<file path="config.mk">
export PLATFORM = sky130hd
export DESIGN_NAME = memory2_unit
export DESIGN_NICKNAME = d
export VERILOG_FILES = /design/src/rtl/memory2_unit.sv
export SDC_FILE = /design/constraint.sdc
export NUM_CORES = 1
export LEC_CHECK = 0
export ABC_AREA = 1
export ABC_CLOCK_PERIOD_IN_PS = 2700
export BUFFER_PORTS_ARGS = -buffer_cell sky130_fd_sc_hd__buf_2
export CAP_MARGIN = 15
export CELL_PAD_IN_SITES_DETAIL_PLACEMENT = 0
export CELL_PAD_IN_SITES_GLOBAL_PLACEMENT = 1
export CORE_MARGIN = 4
export CORE_UTILIZATION = 33
export CTS_BUF_LIST = sky130_fd_sc_hd__clkbuf_4
export CTS_CLUSTER_DIAMETER = 50
export DETAILED_ROUTE_END_ITERATION = 12
export GPL_ROUTABILITY_DRIVEN = 0
export PLACE_DENSITY_LB_ADDON = 0.25
export SLEW_MARGIN = 15
export SYNTH_ARGS = -nofsm -noshare
export SYNTH_HDL_FRONTEND = slang
export SYNTH_SLANG_ARGS = --single-unit
</file>
<file path="constraint.sdc">
create_clock -name clk -period 2.7 [get_ports clk]
set_input_delay 0.405 -clock clk [delete_from_list [all_inputs] [get_ports clk]]
set_output_delay 0.405 -clock clk [all_outputs]
set_load 0.02 [all_outputs]
</file>
<file path="src/rtl/memory2_unit.sv">
// Second memory stage: registers the memory1 pass, extracts and extends dcache load data and
// splits misaligned loads into two dcache beats when MISALIGN_EN is set.
module memory2_unit #(
  parameter int unsigned DATA_W      = 32,
  parameter int unsigned ADDR_W      = 32,
  parameter int unsigned IDX_W       = 5,
  parameter bit          MISALIGN_EN = 1'b1
) (
  input  logic              clk,
  input  logic              rst_n,
  input  logic              is_stall,
  input  logic              is_flush,
  input  logic              in_valid,
  input  logic              in_is_load,
  input  logic [ADDR_W-1:0] in_addr,
  input  logic [1:0]        in_size,
  input  logic              in_is_signed,
  input  logic              in_is_wr_rd,
  input  logic [IDX_W-1:0]  in_rd,
  input  logic [DATA_W-1:0] in_ex_out,
  input  logic [ADDR_W-1:0] in_pc,
  input  logic              dcache_ready,
  input  logic [DATA_W-1:0] rd_dcache_data,
  output logic              dcache_hi_req,
  output logic [ADDR_W-1:0] dcache_hi_addr,
  output logic              dcache_stall,
  output logic              fwd_valid,
  output logic              fwd_pending,
  output logic [IDX_W-1:0]  fwd_idx,
  output logic [DATA_W-1:0] fwd_data,
  output logic              out_valid,
  output logic [DATA_W-1:0] out_data,
  output logic              out_is_wr_rd,
  output logic [IDX_W-1:0]  out_rd,
  output logic [ADDR_W-1:0] out_pc,
  output logic              out_ale
);

  localparam int unsigned OFF_W  = $clog2(DATA_W / 8);
  localparam int unsigned BASE_W = ADDR_W - OFF_W;
  localparam logic [4:0]  BYTES  = 5'(DATA_W / 8);

  typedef enum logic [1:0] {StIdle, StWaitHi, StHiWait} state_e;

  state_e              r_state, w_state_d;
  logic                r_valid, r_is_load, r_is_signed, r_is_wr_rd;
  logic [ADDR_W-1:0]   r_addr, r_pc;
  logic [1:0]          r_size;
  logic [IDX_W-1:0]    r_rd;
  logic [DATA_W-1:0]   r_ex_out, r_lo_buf;

  logic                w_v, w_ld, w_misaligned, w_ale, w_done, w_hold;
  logic                w_hi_req, w_lo_latch, w_use_hi, w_dcache_stall;
  logic [OFF_W-1:0]    w_off;
  logic [4:0]          w_span;
  logic [BASE_W-1:0]   w_hi_base;
  logic [2*DATA_W-1:0] w_pair;
  logic [DATA_W-1:0]   w_word, w_word_ext, w_load_data, w_out_data;

  // The stage must not drop an in-flight load, so it also holds on its own dcache stall.
  assign w_hold = is_stall | w_dcache_stall;

  always_ff @(posedge clk or negedge rst_n) begin
    if (!rst_n) begin
      r_valid     <= 1'b0;
      r_is_load   <= 1'b0;
      r_addr      <= '0;
      r_size      <= '0;
      r_is_signed <= 1'b0;
      r_is_wr_rd  <= 1'b0;
      r_rd        <= '0;
      r_ex_out    <= '0;
      r_pc        <= '0;
    end else if (!w_hold) begin
      r_valid     <= in_valid;
      r_is_load   <= in_is_load;
      r_addr      <= in_addr;
      r_size      <= in_size;
      r_is_signed <= in_is_signed;
      r_is_wr_rd  <= in_is_wr_rd;
      r_rd        <= in_rd;
      r_ex_out    <= in_ex_out;
      r_pc        <= in_pc;
    end else if (is_flush) begin
      r_valid <= 1'b0;
    end
  end

  assign w_v          = r_valid & ~is_flush;
  assign w_ld         = w_v & r_is_load;
  assign w_off        = r_addr[OFF_W-1:0];
  assign w_span       = 5'(w_off) + (5'd1 << r_size);
  assign w_misaligned = w_span > BYTES;
  assign w_ale        = w_ld & w_misaligned & (MISALIGN_EN == 1'b0);

  always_comb begin
    w_state_d  = r_state;
    w_done     = 1'b0;
    w_hi_req   = 1'b0;
    w_lo_latch = 1'b0;
    w_use_hi   = 1'b0;
    unique case (r_state)
      StIdle: begin
        if (w_ld && dcache_ready && !w_ale) begin
          if (w_misaligned) begin
            w_lo_latch = 1'b1;
            w_state_d  = StWaitHi;
          end else begin
            w_done = 1'b1;
          end
        end
      end
      StWaitHi: begin
        w_hi_req  = 1'b1;
        w_state_d = StHiWait;
      end
      StHiWait: begin
        w_use_hi = 1'b1;
        if (dcache_ready) begin
          w_done    = 1'b1;
          w_state_d = StIdle;
        end
      end
      default: w_state_d = StIdle;
    endcase
    if (!w_v) begin
      w_state_d  = StIdle;
      w_done     = 1'b0;
      w_hi_req   = 1'b0;
      w_lo_latch = 1'b0;
    end
  end

  always_ff @(posedge clk or negedge rst_n) begin
    if (!rst_n) begin
      r_state  <= StIdle;
      r_lo_buf <= '0;
    end else begin
      r_state <= w_state_d;
      if (w_lo_latch) begin
        r_lo_buf <= rd_dcache_data;
      end else if (is_flush) begin
        r_lo_buf <= '0;
      end
    end
  end

  assign w_hi_base      = r_addr[ADDR_W-1:OFF_W] + BASE_W'(1);
  assign dcache_hi_addr = {w_hi_base, {OFF_W{1'b0}}};
  assign dcache_hi_req  = w_hi_req;

  // Aligned loads see a zero upper half; the second beat supplies it for split loads.
  assign w_pair = w_use_hi ? {rd_dcache_data, r_lo_buf} : {{DATA_W{1'b0}}, rd_dcache_data};
  assign w_word = DATA_W'(w_pair >> {w_off, 3'b000});

  if (DATA_W == 32) begin : g_word32
    assign w_word_ext = w_word;
  end else begin : g_word64
    assign w_word_ext = {{(DATA_W-32){r_is_signed & w_word[31]}}, w_word[31:0]};
  end

  always_comb begin
    w_load_data = w_word;
    unique case (r_size)
      2'd0:    w_load_data = {{(DATA_W-8){r_is_signed & w_word[7]}}, w_word[7:0]};
      2'd1:    w_load_data = {{(DATA_W-16){r_is_signed & w_word[15]}}, w_word[15:0]};
      2'd2:    w_load_data = w_word_ext;
      default: w_load_data = w_word;
    endcase
  end

  assign w_dcache_stall = w_ld & ~w_done & ~w_ale;
  assign w_out_data     = r_is_load ? w_load_data : r_ex_out;

  assign dcache_stall = w_dcache_stall;
  assign out_valid    = w_v & (~r_is_load | w_done | w_ale);
  assign out_data     = w_out_data;
  assign out_is_wr_rd = r_is_wr_rd & ~w_ale;
  assign out_rd       = r_rd;
  assign out_pc       = r_pc;
  assign out_ale      = w_ale;
  assign fwd_valid    = w_v & r_is_wr_rd & (~r_is_load | w_done);
  assign fwd_pending  = w_v & r_is_wr_rd & r_is_load & ~w_done;
  assign fwd_idx      = r_rd;
  assign fwd_data     = w_out_data;

endmodule
</file>
# After elaboration in Yosys (flattened, before gate mapping)
# Index checks and enable logic that the tools add are counted.
totals:
  regBits: 141
  in_bits: 144
  elab_cells: 67
classes:
  n_addsub: 2
  n_lt_le_gt_ge: 1
  n_eq_ne: 7
  shifts: 2
  n_mux: 24
  bitwise: 15
  reduce_logical: 5
ops:
  columns: ["op", "count"]
  rows:
  - ["$mux 32", 3]
  - ["$mux 64", 1]
  - ["$pmux 32 s2", 1]
  - ["$shr 64x5->32", 1]
  - ["$add 30x1->30 const B", 1]
  - ["$mux 1", 13]
  - ["$and 1x1->1", 10]
  - ["$ne 3x3->1 const B", 3]
  - ["$mux 2", 4]
  - ["$pmux 2 s3", 1]
  - ["$add 2x5->5", 1]
  - ["$gt 5x3->1 const B", 1]
  - ["$shl 1x2->5 const A", 1]
  - ["$eq 2x1->1 const B", 2]
  - ["$logic_not 2->1", 2]
  - ["$not 1->1", 3]
  - ["$reduce_and 3->1", 1]
  - ["$eq 2x2->1 const B", 1]
  - ["$ne 2x2->1 const B", 1]
  - ["$or 1x1->1", 2]
  - ["$pmux 1 s2", 1]
  - ["$reduce_bool 2->1", 1]
  - ["$logic_and 1x1->1", 1]

# Longest topological paths before layout
depth:
  ltp_word: 11
  mapped_depth: 19
  depth_no_buf: 15

# Worst setup path after synthesis
# No wires, ideal clock.
synth_timing:
  path_kind: "flip-flop to output port"
  startpoint: "register r_addr[1]"
  endpoint: "output fwd_pending"
  arrival_time_ns: 2.488
  required_time_ns: 2.295
  path_slack_ns: -0.193
  stages_incl_launch_ff: 17
  n_path_buf: 5
  cell_sequence: "dfrtp_1 -> buf_4 -> inv_1 -> clkbuf_1 -> buf_2 -> nand2_1 -> nand2_1 -> inv_1 -> ha_1 -> nor2_1 -> nor2_1 -> nand2_1 -> nand4_1 -> nand4_1 -> buf_4 -> buf_2 -> nor2_1"
synth_between:
  elab_chain_len: 8
synth_rtl:
  columns: ["item", "line_no", "rtl"]
  rows:
  - ["start, declared", "47", "logic [ADDR_W-1:0] r_addr, r_pc;"]
  - ["start signal, assigned", "77", "r_addr <= in_addr;"]
  - ["$add 2x5->5", "92", "assign w_span = 5'(w_off) + (5'd1 << r_size);"]
  - ["$gt 5x3->1", "93", "assign w_misaligned = w_span > BYTES;"]
  - ["$mux 1", "105", "if (w_misaligned) begin"]
  - ["$mux 1", "104", "if (w_ld && dcache_ready && !w_ale) begin"]
  - ["$pmux 1 s2", "102", "unique case (r_state)"]
  - ["$mux 1", "126", "if (!w_v) begin"]
  - ["$not 1->1", "183", "assign fwd_pending = w_v & r_is_wr_rd & r_is_load & ~w_done;"]
  - ["$and 1x1->1", "183", null]
  - ["end, declared", "28", "output logic fwd_pending,"]
# No other way between the ends.

# Worst setup path in the final report
layout_timing:
  startpoint: "register r_state[0]"
  endpoint: "output out_data[1]"
layout_between:
  elab_chain_len: 6
layout_rtl:
  columns: ["item", "line_no", "rtl"]
  rows:
  - ["start, declared", "45", "state_e r_state, w_state_d;"]
  - ["start signal, assigned", "136", "r_state <= StIdle;"]
  - ["start signal, assigned", "139", "r_state <= w_state_d;"]
  - ["$eq 2x2->1", "102", null]
  - ["$mux 1", "102", null]
  - ["$mux 64", "153", "assign w_pair = w_use_hi ? {rd_dcache_data, r_lo_buf} : {{DATA_W{1'b0}}, rd_dcache_data};"]
  - ["$shr 64x5->32", "154", "assign w_word = DATA_W'(w_pair >> {w_off, 3'b000});"]
  - ["$pmux 32 s2", "164", "unique case (r_size)"]
  - ["$mux 32", "173", "assign w_out_data = r_is_load ? w_load_data : r_ex_out;"]
  - ["end, declared", "32", "output logic [DATA_W-1:0] out_data,"]
# No other way between the ends.

==> results_dict.tcl <==
set metrics [dict create \
    avgSynthCellArea_um2 7.112 \
    cts_htree_levels 4 \
    rows 59 \
    clockPowerShare 0.235 \
    fill_cells 2664 \
    timing.fmax_mhz 345.3 \
    cts_max_path_buffers 2 \
    max_stage_delay_ns 0.51 \
    initial_core_util 0.3346 \
    r2r_cells 17 \
    antenna_found_initial 13 \
    slew_headroom 0.5505 \
    crit_path_start "r_state[0]" \
    p_comb_frac 0.405 \
    rsz0062_at_grt "yes" \
    syn_inst 1226 \
    clkTransAtPathRegs_ns 0.17 \
    grt_max_degree 100 \
    synth_area_um2 8720 \
    rr_endpoint "out_pc[3]" \
    die_w_um 170.6 \
    criticalPathCategory "register to output pin" \
    internal-power_uw 4032 \
    final_nets 1671 \
    crit_slowest_cell "dfrtp_2" \
    fin_skew_ns 0.02668 \
    crit_path_start_kind "register" \
    mostFrequentLayoutCells "325 x nand2_1, 210 x buf_2, 178 x nand3_1" \
    multiInputGateArea_um2 5086 \
    drc 0 \
    sw_frac_of_total 0.4196 \
    portBuffers 285 \
    power.leakage_uw 0.006460 \
    root_buffer "clkbuf_4" \
    min_period_ns 2.896 \
    tritoncts "done" \
    via_count 9451 \
    routed_wl_mm 34.55 \
    p_total_uw 6947 \
    crit_fanout 8 \
    cts_buffers 17 \
    grt_pass1_wl_mm 51.81 \
    hpwl_mm 22.80 \
    fin_crit_sh 1.073 \
    worstPathCellList "nor2_8 -> buf_6 -> nand2_4 -> nand3_2 -> nand2_2 -> o211ai_1 -> nand2_2 -> buf_6" \
    slew_viol_final 0 \
    setup_violations 63 \
    end_kind "output pin" \
    synth.area.top_cells "dfrtp_1 40%, nand2_1 16%, nand3_1 12%" \
    areaGrowthSynthToFinish_pct 45.80 \
    dieArea_um2 29090 \
    hold_end "out_pc[10]" \
    layout_setup_ws_ns -0.1963 \
    r2r_slack_ns 0.25 \
    drtIter0Drc 791 \
    wl_per_cell_um 18.42 \
    worst_slew_pin_slew_ns 0.6743 \
    outcome "complete, but fails checks" \
    insertion_delay_ns 0.57 \
    die_h_um 170.6 \
    stdcell_count 1875 \
    clkSinkCount 141 \
    worstPathArrival_ns 2.49 \
    via_per_inst 5.041 \
    mostFrequentLayoutCell "nand2_1" \
    io-pin-count 289 \
    worstHoldStart "in_pc[10]" \
    grt-ovfl-total 0 \
    ys_types 36 \
    core_area_um2 26060 \
    synth-seq-cells 141 \
    synth_area_leader_cell "dfrtp_1" \
    cp.required_ns 2.30 \
    antenna_left 0 \
    dp.cells 1758 \
    yosys_warnings 0 \
    track_usage 0.2271 \
    grt_pass1_vias 9271 \
    firstDrtPassIters 5 \
    synth_seq_area_share 0.4046 \
    hold_violations 0 \
    rr_startpoint "r_size[1]" \
    yosysTopAreaCellShare 0.4046 \
    violations "negative setup slack" \
    switchingPower_uw 2915 \
    power_density_nw_per_um2 546.4 \
    drv_cap 0 \
    hp-class "primary input to register" \
    seq_power_share 0.360 \
    regArea_um2 3546 \
    ir_worst_vdd_uv 288.2 \
    final_layout_size_suffix_gt1_frac 0.4105 \
    hold_depth 3 \
]
==> critical path: cells and delay by family, from the launching register on <==
family,cells,cell delay (ns)
AOI/OAI and AO/OA,1,0.42
buffers and inverters,2,0.35
DFF,1,0.51
and+or+nand+nor,5,0.63
==> area by class of cell <==
type	count	area share
Antenna cell	3	0.0005905
Clock buffer	17	0.01004
Clock inverter	15	0.01516
Inverter	100	0.03179
Multi-Input combinational cell	874	0.4001
Sequential cell	141	0.2789
Tap cell	335	0.03297
Timing Repair Buffer	390	0.2305
==> state kept, by name, indices dropped and copies added (netlist names) <==
| register | cells |
|---|---|
| r_is_signed | 1 |
| r_addr | 32 |
| out_is_wr_rd | 1 |
| fwd_idx | 5 |
| r_ex_out | 32 |
| r_size | 2 |
| r_state | 2 |
| r_lo_buf | 32 |
| r_valid | 1 |
| out_pc | 32 |
| r_is_load | 1 |
==> power by group through the flow <==
stage / clock [µW] / sequential (µW) / combinational [µW]
final: 1630 / 2500 / 2810
after detailed placement: 0 / 2530 / 2150
after floorplan: 0 / 2570 / 1400
after CTS: 1680 / 2500 / 2580
after global routing: 1750 / 2540 / 3030
after global placement: 0 / 2530 / 2150
==> worst max path at each step <==
stage,cells after the start,to
after floorplan,16,fwd_pending
after global placement,11,fwd_data[17]
after detailed placement,11,fwd_data[17]
after CTS,11,out_valid
after global routing,10,out_data[21]
final,8,out_data[1]
==> cell families (layout without fill, tap and decap cells) <==
group	count (synthesis)	count (layout)	share of synthesized area
buffers and inverters	217	522	0.1256
flip-flops	141	141	0.4046
multiplexers	2	2	0.002296
adder cells (fa/ha/maj)	3	3	0.004305
other	1	6	0.0004301
XOR/XNOR	26	26	0.02612
AND/OR/NAND/NOR	720	724	0.3586
AO/OA/AOI/OAI	116	116	0.07806
==> synthesized netlist by cell type <==
master	number
a21oi_1	25
a31o_2	1
a31oi_1	1
buf_1	15
buf_2	29
buf_4	49
buf_6	8
clkbuf_1	16
conb_1	1
dfrtp_1	141
ha_1	3
inv_1	95
inv_2	5
mux2i_1	2
nand2_1	381
nand2_2	2
nand2_4	1
nand3_1	212
nand3_2	3
nand3_4	1
nand3b_1	2
nand4_1	14
nor2_1	77
nor2_2	1
nor2_8	1
nor3_1	14
nor3_2	2
nor4_1	1
o211ai_1	22
o21a_1	2
o21ai_0	41
o22ai_1	20
o31ai_1	4
or2_2	8
xnor2_1	8
xor2_1	18
==> metal layers <==
metal  up-vias  GRT usage  part of all wire
li1       4546          -                 -
met1      4416     0.2982              0.42
met2       397     0.3657              0.47
met3        72    0.06608             0.085
met4        20    0.06632             0.022
met5         -          0            0.0032
==> metrics by stage <==
step                cell area, µm²  utilization  worst slack (ns)  TNS [ns]  hold WS [ns]
CTS                          11790       0.4526           -0.1915    -4.784      0.001005
floorplan                     8731            -           0.01087         0        0.1094
detailed placement           10170       0.3904            0.2699         0        0.4504
global route                 12710       0.4879           -0.3309    -14.80      0.002604
global placement             10170       0.3904            0.3200         0        0.4469
finish                       12710       0.4879           -0.1963    -6.629       0.05232
==> repair_timing <==
item                                    4_1_cts  5_1_grt
gates cloned                                  7        3
hold endpoints to repair                     69        0
pin swaps                                    45       55
hold buffers                                 12        0
resized for setup                           240      188
endpoints found under the setup margin       80       87
setup buffers                                38       22
Note: power is estimated with default switching activity, not from simulation.
